--- src/rtl/mem_arbiter.sv ---
// Two-port (instruction fetch / data) arbiter in front of a single handshaked memory.
// One access at a time, round-robin on ties, with a per-access response timeout.
module mem_arbiter #(
    parameter int unsigned TIMEOUT = 255
) (
    input  logic        clk,
    input  logic        rst,
    input  logic        if_req,
    input  logic [15:0] if_addr,
    output logic        if_done,
    output logic        if_err,
    output logic [15:0] if_rdata,
    input  logic        d_req,
    input  logic        d_we,
    input  logic [15:0] d_addr,
    input  logic [15:0] d_wdata,
    output logic        d_done,
    output logic        d_err,
    output logic [15:0] d_rdata,
    output logic [15:0] addr,
    output logic        read_mem_req,
    input  logic        read_mem_valid,
    input  logic        read_mem_finish,
    input  logic [15:0] in_mem_data,
    output logic        write_mem_req,
    input  logic        write_mem_valid,
    input  logic        write_mem_finish,
    output logic [15:0] out_mem_data
);

    localparam logic [2:0] IDLE    = 3'd0;
    localparam logic [2:0] RD_REQ  = 3'd1;
    localparam logic [2:0] RD_WAIT = 3'd2;
    localparam logic [2:0] WR_REQ  = 3'd3;
    localparam logic [2:0] WR_WAIT = 3'd4;
    localparam logic [2:0] DONE    = 3'd5;

    logic [2:0]  state;
    logic        gnt_d;     // current access belongs to the data port
    logic        gnt_we;    // current access is a store
    logic        last_d;    // last finished/aborted access was the data port
    logic [15:0] rbuf;
    logic [15:0] wait_cnt;
    logic        pick_d;
    logic        timed_out;

    always_comb begin
        pick_d    = d_req && (!if_req || !last_d);
        // The current cycle is the last one allowed before the access is abandoned.
        timed_out = ({1'b0, wait_cnt} + 17'd1) >= 17'(TIMEOUT);
    end

    always_ff @(posedge clk) begin
        if (rst) begin
            state         <= IDLE;
            gnt_d         <= 1'b0;
            gnt_we        <= 1'b0;
            last_d        <= 1'b1;
            rbuf          <= 16'h0000;
            wait_cnt      <= 16'h0000;
            addr          <= 16'h0000;
            out_mem_data  <= 16'h0000;
            read_mem_req  <= 1'b0;
            write_mem_req <= 1'b0;
            if_done       <= 1'b0;
            if_err        <= 1'b0;
            if_rdata      <= 16'h0000;
            d_done        <= 1'b0;
            d_err         <= 1'b0;
            d_rdata       <= 16'h0000;
        end else begin
            if_done <= 1'b0;
            if_err  <= 1'b0;
            d_done  <= 1'b0;
            d_err   <= 1'b0;
            if (state != IDLE && state != DONE && wait_cnt != 16'hFFFF)
                wait_cnt <= wait_cnt + 16'd1;

            case (state)
                IDLE: begin
                    if (if_req || d_req) begin
                        gnt_d    <= pick_d;
                        gnt_we   <= pick_d && d_we;
                        wait_cnt <= 16'h0000;
                        if (pick_d) begin
                            addr <= d_addr;
                            if (d_we) begin
                                out_mem_data  <= d_wdata;
                                write_mem_req <= 1'b1;
                                state         <= WR_REQ;
                            end else begin
                                read_mem_req <= 1'b1;
                                state        <= RD_REQ;
                            end
                        end else begin
                            addr         <= if_addr;
                            read_mem_req <= 1'b1;
                            state        <= RD_REQ;
                        end
                    end
                end
                RD_REQ: begin
                    if (read_mem_valid && read_mem_finish) begin
                        rbuf         <= in_mem_data;
                        read_mem_req <= 1'b0;
                        state        <= DONE;
                    end else if (timed_out) begin
                        read_mem_req <= 1'b0;
                        if (gnt_d) d_err <= 1'b1; else if_err <= 1'b1;
                        last_d <= gnt_d;
                        state  <= IDLE;
                    end else if (read_mem_valid) begin
                        rbuf         <= in_mem_data;
                        read_mem_req <= 1'b0;
                        state        <= RD_WAIT;
                    end
                end
                RD_WAIT, WR_WAIT: begin
                    if ((state == RD_WAIT) ? read_mem_finish : write_mem_finish) begin
                        state <= DONE;
                    end else if (timed_out) begin
                        if (gnt_d) d_err <= 1'b1; else if_err <= 1'b1;
                        last_d <= gnt_d;
                        state  <= IDLE;
                    end
                end
                WR_REQ: begin
                    if (write_mem_valid && write_mem_finish) begin
                        write_mem_req <= 1'b0;
                        state         <= DONE;
                    end else if (timed_out) begin
                        write_mem_req <= 1'b0;
                        d_err         <= 1'b1;
                        last_d        <= gnt_d;
                        state         <= IDLE;
                    end else if (write_mem_valid) begin
                        write_mem_req <= 1'b0;
                        state         <= WR_WAIT;
                    end
                end
                DONE: begin
                    // Read data only becomes visible on the port together with its done pulse.
                    if (gnt_d) begin
                        d_done <= 1'b1;
                        if (!gnt_we) d_rdata <= rbuf;
                    end else begin
                        if_done  <= 1'b1;
                        if_rdata <= rbuf;
                    end
                    last_d <= gnt_d;
                    state  <= IDLE;
                end
                default: begin
                    read_mem_req  <= 1'b0;
                    write_mem_req <= 1'b0;
                    state         <= IDLE;
                end
            endcase
        end
    end

endmodule

--- config.mk ---
export PLATFORM = sky130hd
export DESIGN_NAME = mem_arbiter
export DESIGN_NICKNAME = d
export VERILOG_FILES = /design/src/rtl/mem_arbiter.sv
export SDC_FILE = /design/constraint.sdc
export NUM_CORES = 1
export LEC_CHECK = 0
export CAP_MARGIN = 20
export CORE_UTILIZATION = 51
export CTS_CLUSTER_SIZE = 30
export DETAILED_ROUTE_END_ITERATION = 8
export GPL_ROUTABILITY_DRIVEN = 0
export PLACE_DENSITY_LB_ADDON = 0.08
export SYNTH_ARGS = -nofsm -noshare
export SYNTH_HDL_FRONTEND = slang
export SYNTH_SLANG_ARGS = --single-unit
--- constraint.sdc ---
create_clock -name clk -period 5.01 [get_ports clk]
set_clock_uncertainty 0.1 [all_clocks]
set_input_delay 1.002 -clock clk [delete_from_list [all_inputs] [get_ports clk]]
set_output_delay 1.002 -clock clk [all_outputs]
set_load 0.03 [all_outputs]
==> metrics <==
unrepaired setup endpoints after global routing=false; Mapped Cells=560; CP Capture Type=flop; critical path launch point type=flop; Clock Sinks=108; Root Buffer=clkbuf_8; synth warn=0; pre-CTS setup slack=1.72 ns; Max Root-Sink Buffers=2; final hold vios=0; sw power=931 uW; Slew Limit Fails=0; Post-synth top cells=nand2_1, dfxtp_1, a21oi_1; area of placed instances=between 6000 and 7000 sq um; post-synth top area share=0.455; vias=4199; Critical Path RT=5.19 ns; final worst slack=1.72 ns; violated checks=design-rule violations; Hold Path Origin=d_rdata[5]; asr flop ratio synth=0; core area=8850 sq um; Clock transition at path regs=0.10 ns; Fin Setup TNS=0 ns; period utilization=0.656; syn_nets=around 640; Num CTS Buffers=9; ys flop type=dfxtp_1; largest area contributor in the netlist=dfxtp_1; I/O pins=approximately 140; Syn Std Cell Area=4750 sq um; Worst Setup SP=wait_cnt[0]; ANT nets after route=0; synth top area cells=dfxtp_1, nand2_1, mux2i_1, a21oi_1, nand2b_1; flop and latch count out of synthesis=108; status=complete, but fails checks; layout cells sized above 1=0.0572; post-cts resize count=0; Max-cap violations=0; Highest Clock Rate=0.304 GHz; Die ar.=between 9000 and 10000 sq um; # DRC=6; actual slew at the worst max-slew pin=1.06 ns; Tot GR Track Use=0.238; Via density=5.32; largest net degree at the start of global routing=58; class of the worst hold path=reg2reg; clk_lat worst skew=0.37 ns; placed cells=772; first-pass GRT wire length=18500 um; number of flops mapped to enable cells by yosys=0; synth-to-layout area growth=33.7%; Setup Fix Bufs, Post-CTS=0; Mapped Avg Cell Area=8.48 sq um; CTS H-Tree Depth=3; Die Ht=roughly 98 um; multi-input logic area=2370 sq um; Pint=1.60 mW; r2r startpoint=wait_cnt[0]; setup-violating endpoint count in the final report=0; CP Data Arrival Time=3.46 ns; design area=between 6000 and 7000 sq um; Reg power frac=0.428; initial antenna violation count=0; GRT overflow=0; vias in the first global route=between 4000 and 5000; Slew HR=0.287; Switching Fraction=0.367; DRT iter0 DRCs=125; Crit Path Max Fanout=16; non-filler instance count after layout=790; WL/cell=14.4 um; final WL=11400 um; FF/Latch Area=2160 sq um; Peak supply drop=around 0.26 mV; post-layout min period=3.29 ns; Port Buffers=142; WS Path Type=reg2reg; Initial Utilization=0.537; Hold-fix buffers, CTS=0; Seq/Total Area, Yosys=0.455; Post-DP HPWL=8090 um; row cnt=34; Die Width=98.5 um; Layout fillers=around 740; total power draw=2.53 mW; power per cell area=399 nW/um^2; top-count cell post-synth=nand2_1; drt first pass iters=6; combinational share of power=0.356; Distinct cells, synth=55; Antenna Cells=0; P_leak=2.22 nW; Clk network pwr share=0.216; Nets=752; TritonCTS clock tree=yes
critical path: stages, from the launching register on:
cell	delay, ns
dfxtp_1	0.45
inv_1	0.07
ha_1	0.30
nor2_1	0.04
o211a_1	0.21
maj3_2	0.31
a2bb2oi_2	0.15
nor4_4	0.42
o2111a_1	0.87
mux2i_1	0.28
stage by stage:
step                utilization  hold WS [ns]
global route              0.718         0.379
finish                    0.718         0.359
detailed placement        0.692         0.345
floorplan                     -         0.346
CTS                       0.715         0.361
global placement          0.692         0.342
state kept, by name, indices dropped and copies added, names as in the netlist, 3 cells and up:
signal,cells
if_rdata,16
state,3
out_mem_data,16
rbuf,16
wait_cnt,16
d_rdata,16
addr,16
area by class of cell:
type,instances,area share
clock inverters,6,0.0110
clock buffers,10,0.0217
repair buffers,146,0.229
well taps,108,0.0213
inverters,5,0.00296
multi-input cells,407,0.374
flip-flops and latches,108,0.340
layer usage:
metal | global-route usage | up-vias | wire length [um]
li1 | - | 2121 | -
met1 | 0.281 | 1945 | 5000
met2 | 0.413 | 118 | 5440
met3 | 0.0631 | 15 | 755
met4 | 0.0941 | 0 | 170
met5 | 0 | - | 0
cells by family after synthesis:
| group | synth area share |
|---|---|
| AOI/OAI and AO/OA | 0.140 |
| xor gates and xnor gates | 0.0295 |
| muxes | 0.0762 |
| adders and majority gates | 0.00764 |
| buffers and inverters | 0.0474 |
| DFF | 0.455 |
| and+or+nand+nor | 0.244 |
worst paths after layout:
path | to | slack (ns) | cells after the start
min reg2reg | d_rdata[5] | 0.36 | 2
max | rbuf[8] | 1.72 | 9
max reg2reg | rbuf[8] | 1.72 | 9
min | d_rdata[5] | 0.36 | 2
power by group through the flow:
stage / combinational [mW] / sequential [mW] / clock, mW
after floorplan: 0.510 / 1.20 / 0
after global placement: 0.865 / 1.10 / 0
after detailed placement: 0.885 / 1.10 / 0
after CTS: 0.890 / 1.08 / 0.560
after global routing: 0.986 / 1.10 / 0.595
final: 0.902 / 1.08 / 0.548
cell usage in the layout, fill, tap and decap left out, drive strengths merged, types with 4 or more instances in the layout:
cell type	n
clkdlybuf4s50	141
nand2	121
dfxtp	108
a21oi	62
nor2	52
nand2b	35
mux2i	35
a211oi	18
xor2	12
clkbuf	10
nand3	8
nand4	7
inv	7
nor3	5
buf	5
o21ai	4
xnor2	4
a2111oi	4
No activity file was read; power rests on OpenSTA's default activity.
